## src/rtl/instruction_fetch.sv

```systemverilog
// Instruction-fetch stage: program counter, instruction-memory address and the
// IF/ID pipeline register, with stall, branch redirect/flush and fetch-halt.
module instruction_fetch #(
  parameter logic [31:0] RESET_PC  = 32'h0000_0000,
  parameter logic [31:0] HALT_WORD = 32'hFFFF_FFFF
) (
  input  logic        clk,
  input  logic        rst,
  input  logic        inStall,
  input  logic        inBranchTaken,
  input  logic [31:0] inBranchTarget,
  input  logic [31:0] inImemData,
  output logic [31:0] outImemAddr,
  output logic [31:0] outInstruction,
  output logic [31:0] outPCPlus4,
  output logic        outValid,
  output logic        outHalted
);

  typedef enum logic {
    RUN    = 1'b0,
    HALTED = 1'b1
  } state_t;

  state_t      state;
  logic [31:0] pc;
  logic [31:0] pc_plus4;
  logic [31:0] ifid_instr;
  logic [31:0] ifid_pcplus4;
  logic        ifid_valid;
  logic        unused_tgt;

  // Redirect targets are word-aligned; the low two bits are dropped.
  assign unused_tgt = ^inBranchTarget[1:0];
  assign pc_plus4   = pc + 32'd4;

  always_ff @(posedge clk or negedge rst) begin
    if (!rst) begin
      state        <= RUN;
      pc           <= RESET_PC;
      ifid_instr   <= '0;
      ifid_pcplus4 <= '0;
      ifid_valid   <= 1'b0;
    end else begin
      case (state)
        RUN: begin
          if (inBranchTaken) begin
            pc         <= {inBranchTarget[31:2], 2'b00};
            ifid_instr <= '0;
            ifid_valid <= 1'b0;
          end else if (!inStall) begin
            if (inImemData == HALT_WORD) begin
              // PC stays on the halt word; the bubble keeps the old PC+4.
              ifid_instr <= '0;
              ifid_valid <= 1'b0;
              state      <= HALTED;
            end else begin
              pc           <= pc_plus4;
              ifid_instr   <= inImemData;
              ifid_pcplus4 <= pc_plus4;
              ifid_valid   <= 1'b1;
            end
          end
        end
        HALTED: begin
          state <= HALTED;
        end
        default: state <= RUN;
      endcase
    end
  end

  assign outImemAddr    = pc;
  assign outInstruction = ifid_instr;
  assign outPCPlus4     = ifid_pcplus4;
  assign outValid       = ifid_valid;
  assign outHalted      = (state == HALTED);

endmodule

```

## config.mk

```make
export PLATFORM = sky130hd
export DESIGN_NAME = instruction_fetch
export DESIGN_NICKNAME = d
export VERILOG_FILES = /design/src/rtl/instruction_fetch.sv
export SDC_FILE = /design/constraint.sdc
export NUM_CORES = 1
export LEC_CHECK = 0
export CAP_MARGIN = 20
export CORE_UTILIZATION = 45
export DETAILED_ROUTE_END_ITERATION = 8
export GPL_TIMING_DRIVEN = 0
export PLACE_DENSITY_LB_ADDON = 0.12
export SLEW_MARGIN = 10
export SYNTH_ARGS = -nofsm -noshare
export SYNTH_HDL_FRONTEND = slang
export SYNTH_SLANG_ARGS = --single-unit
```

## constraint.sdc

```tcl
create_clock -name clk -period 2.4 [get_ports clk]
set_clock_uncertainty 0.15 [all_clocks]
set_input_delay 0.72 -clock clk [delete_from_list [all_inputs] [get_ports clk]]
set_output_delay 0.72 -clock clk [all_outputs]
set_load 0.01 [all_outputs]
```

==> results.md <==
* R2r setup slk at 130 ps
* Die height at 105 µm
* CP Launch Type: input port
* Dpl hpwl at between 10000 and 15000 µm
* Diodes inserted at 0
* CP Max Fanout at 10
* Area of the multi-input gates at between 2000 and 2500 µm²
* Worst Path Required at 2560 ps
* Initial DRT Pass Iterations at 5
* Fmax at between 0.4 and 0.5 GHz
* Post-synthesis mux area share at roughly 1.3%
* Layout Nets at between 700 and 800
* Die area at 11000 µm²
* Avg WL per Cell at roughly 19 µm
* CTS Hold Buffers Added at 0
* Asr flop ratio synth at between 90% and 100%
* Synthesized area per cell at 10.1 µm²
* Antenna violations before repair at 0
* Cell Rows at 37
* Longest Clk Path Bufs at 2
* M2 GR Usage at 45.1%
* Final min period at ~2400 ps
* Register area at between 2000 and 2500 µm²
* 1st-iter DRT viols at about 340
* Largest net degree at the start of global routing at 53
* Status: completed
* GR met3 Demand/Resource at under 10%
* Port Buf Inserts at ~160
* P_leak at ~2.9 nW
* Filler instances at approximately 850
* Yosys warnings at 0
* GPL Wtd Cong at 0.907
* Power per cell area at 608 nW/µm²
* Xor-xnor portion of the synthesized cell area at 5.13%
* First-pass GRT wire length at ~24000 µm
* Type of the worst setup path: in2reg
* # setup viols final at 0
* H-tree depth at 3
* Ports at roughly 170
* Synth Flop Type: dfrtp_1
* Reported max-cap violation count at 0
* Worst VDD drop at roughly 320 µV
* Most common cell after layout, fill and taps aside: clkdlybuf4s50_1
* R2r startpoint: outImemAddr[4]$_DFFE_PN0P_
* Gr ovfl total at 0
* Area post-placement at 6570 µm²
* Relative slew slack at approximately 57%
* DRC Markers at 0
* Most frequent cells in the layout: 125 x clkdlybuf4s50_1, 88 x dfrtp_1, 49 x nor2_1, 35 x a21oi_1, 35 x a22o_1
* Initial Util at a little under half
* GRT met1 Usage at 37.4%
* Die X at 105 µm
* Sequential area share after synthesis at 49.2%
* Root Driver: clkbuf_8
* Simple-gate share of the synthesized area at ~18%
* Worst EP arrival at approximately 2500 ps
* Fin Setup TNS at 0 ps
* Pre-CTS WS at -807 ps
* DR vias/cell at approximately 6
* Share of post-route cells with drive strength above 1 at between 10% and 20%
* Clk slew on worst S/H paths at roughly 100 ps
* Vias in the first global route at 4592
* R2R cell count at 6
* Insertion delay to the later sink of the worst-skew pair at ~380 ps
* Worst-margin pin slew at approximately 640 ps
* Adder-cell share of the synthesized area at less than 1%
* Largest family of logic cells by synthesized area: compound AO/OA/AOI/OAI gates
* Most Crowded Layer GR: met2
* Synthesized cell area at between 4000 and 5000 µm²
* CP endpoint kind: flip-flop
* Synth cell types at 55
* Reg-to-Reg End: outImemAddr[17]$_DFFE_PN0P_
* Routed Antenna Nets at 0
* CTS Buf Count at 9
* Hold Path Class: in2async
* Syn Inst Count at about 470
* Area grow syn2layout at 46.1%
* Max Slew Vio Count at 0
* Setup ws final at 22.7 ps
* Post-synth EDFFs at 0
* GR Util All Layers at ~28%
* Final instance area at around 7000 µm²
* Drt total wl at 15200 µm
* Register bit count reported by yosys at 94
* TritonCTS clock tree: built
* Final Cycle Share at ~99%
* Via count at roughly 4700
* Final hold vios at 0
* Core ar. at a little over 10000 µm²
* Compound-Gate Fraction of Synth Area at between 20% and 30%
* Clock sinks at 94
area by class of cell:
type / count / area share (%)
Clock buffer: 14 / 2.47
Clock inverter: 2 / 0.556
Timing Repair Buffer: 174 / 24.5
Multi-Input combinational cell: 336 / 32.9
Sequential cell: 94 / 33.8
Buffer: 39 / 2.90
Tap cell: 136 / 2.44
Inverter: 8 / 0.430
critical path, cell delays in order:
cell and delay (ps):
clkdlybuf4s50_1 510, a21o_1 210, buf_2 220, a21oi_4 300
or4b_1 470, nand3_1 100
flip-flops by register name (all words and copies together) (netlist names):
| signal | cells |
|---|---|
| outValid | 1 |
| outPCPlus4 | 30 |
| outInstruction | 32 |
| outHalted | 1 |
| outImemAddr | 30 |
per-stage QoR:
| step | std cells | hold WS, ps | utilization, % | power, mW |
|---|---|---|---|---|
| floorplan | 477 | 274 | - | 2.43 |
| global placement | 771 | 309 | 63.4 | 3.07 |
| detailed placement | 772 | 327 | 63.6 | 3.10 |
| CTS | 796 | 201 | 66.7 | 4.23 |
| global route | 803 | 225 | 67.6 | 4.43 |
| finish | 803 | 176 | 67.6 | 4.25 |
timing repair:
item	4_1_cts	5_1_grt
setup endpoints to repair	95	31
setup buffers	7	7
resized for setup	61	19
cloned	1	0
pin swaps	14	8
logic make-up (layout without fill, tap and decap cells):
| group | count (synthesis) | after routing |
|---|---|---|
| muxes | 6 | 6 |
| buffers and inverters | 47 | 237 |
| xor gates and xnor gates | 28 | 28 |
| AOI/OAI and AO/OA | 144 | 144 |
| other | 1 | 4 |
| adders and majority gates | 1 | 1 |
| and+or+nand+nor | 153 | 153 |
| DFF | 94 | 94 |
worst max path at each step:
stage,start,end,slack [ps],cells after the start
2_1_floorplan,inImemData[15],outImemAddr[24]$_DFFE_PN0P_,90,5
3_3_place_gp,rst,outInstruction[10]$_DFFE_PN0P_,-3050,1
3_5_place_dp,inImemData[15],outImemAddr[10]$_DFFE_PN0P_,-810,6
4_1_cts,outImemAddr[7]$_DFFE_PN0P_,outImemAddr[7],0.3,1
5_1_grt,inStall,outImemAddr[14]$_DFFE_PN0P_,-20,6
6_report,inStall,outImemAddr[14]$_DFFE_PN0P_,20,6
metal layers:
metal	vias up	wire length (µm)	part of all wire [%]
met4	0	348	2.3
met3	27	1290	8.5
met1	2284	6280	41
li1	2129	-	-
met5	-	0	0
met2	257	7240	48
report_power, final:
| part | switching [mW] | total [mW] | internal (mW) |
|---|---|---|---|
| clock network | 0.578 | 1.15 | 0.571 |
| registers | 0.180 | 1.95 | 1.77 |
| logic | 0.524 | 1.15 | 0.623 |
synthesized netlist by cell type, types with 4 or more instances:
master	count	share of area (%)
o31ai_1	9	1.4
o21ai_0	18	1.9
o311ai_0	4	0.73
a31oi_1	6	0.79
nor2_1	50	3.9
nand3_1	15	1.6
nand2_1	28	2.2
a32o_1	8	1.7
buf_2	15	1.6
nand4_1	15	2.0
and3_1	10	1.3
nor3_1	7	0.73
dfrtp_1	94	49
buf_4	4	0.63
a22oi_1	4	0.63
inv_1	7	0.55
a22o_1	35	6.4
nor4_1	4	0.52
mux2i_1	4	0.84
a21oi_1	35	3.7
and4_1	4	0.73
xor2_1	8	1.5
xnor2_1	20	3.7
nor4_2	4	1.0
clkbuf_1	16	1.3
Power figures use the tool's default switching activity.
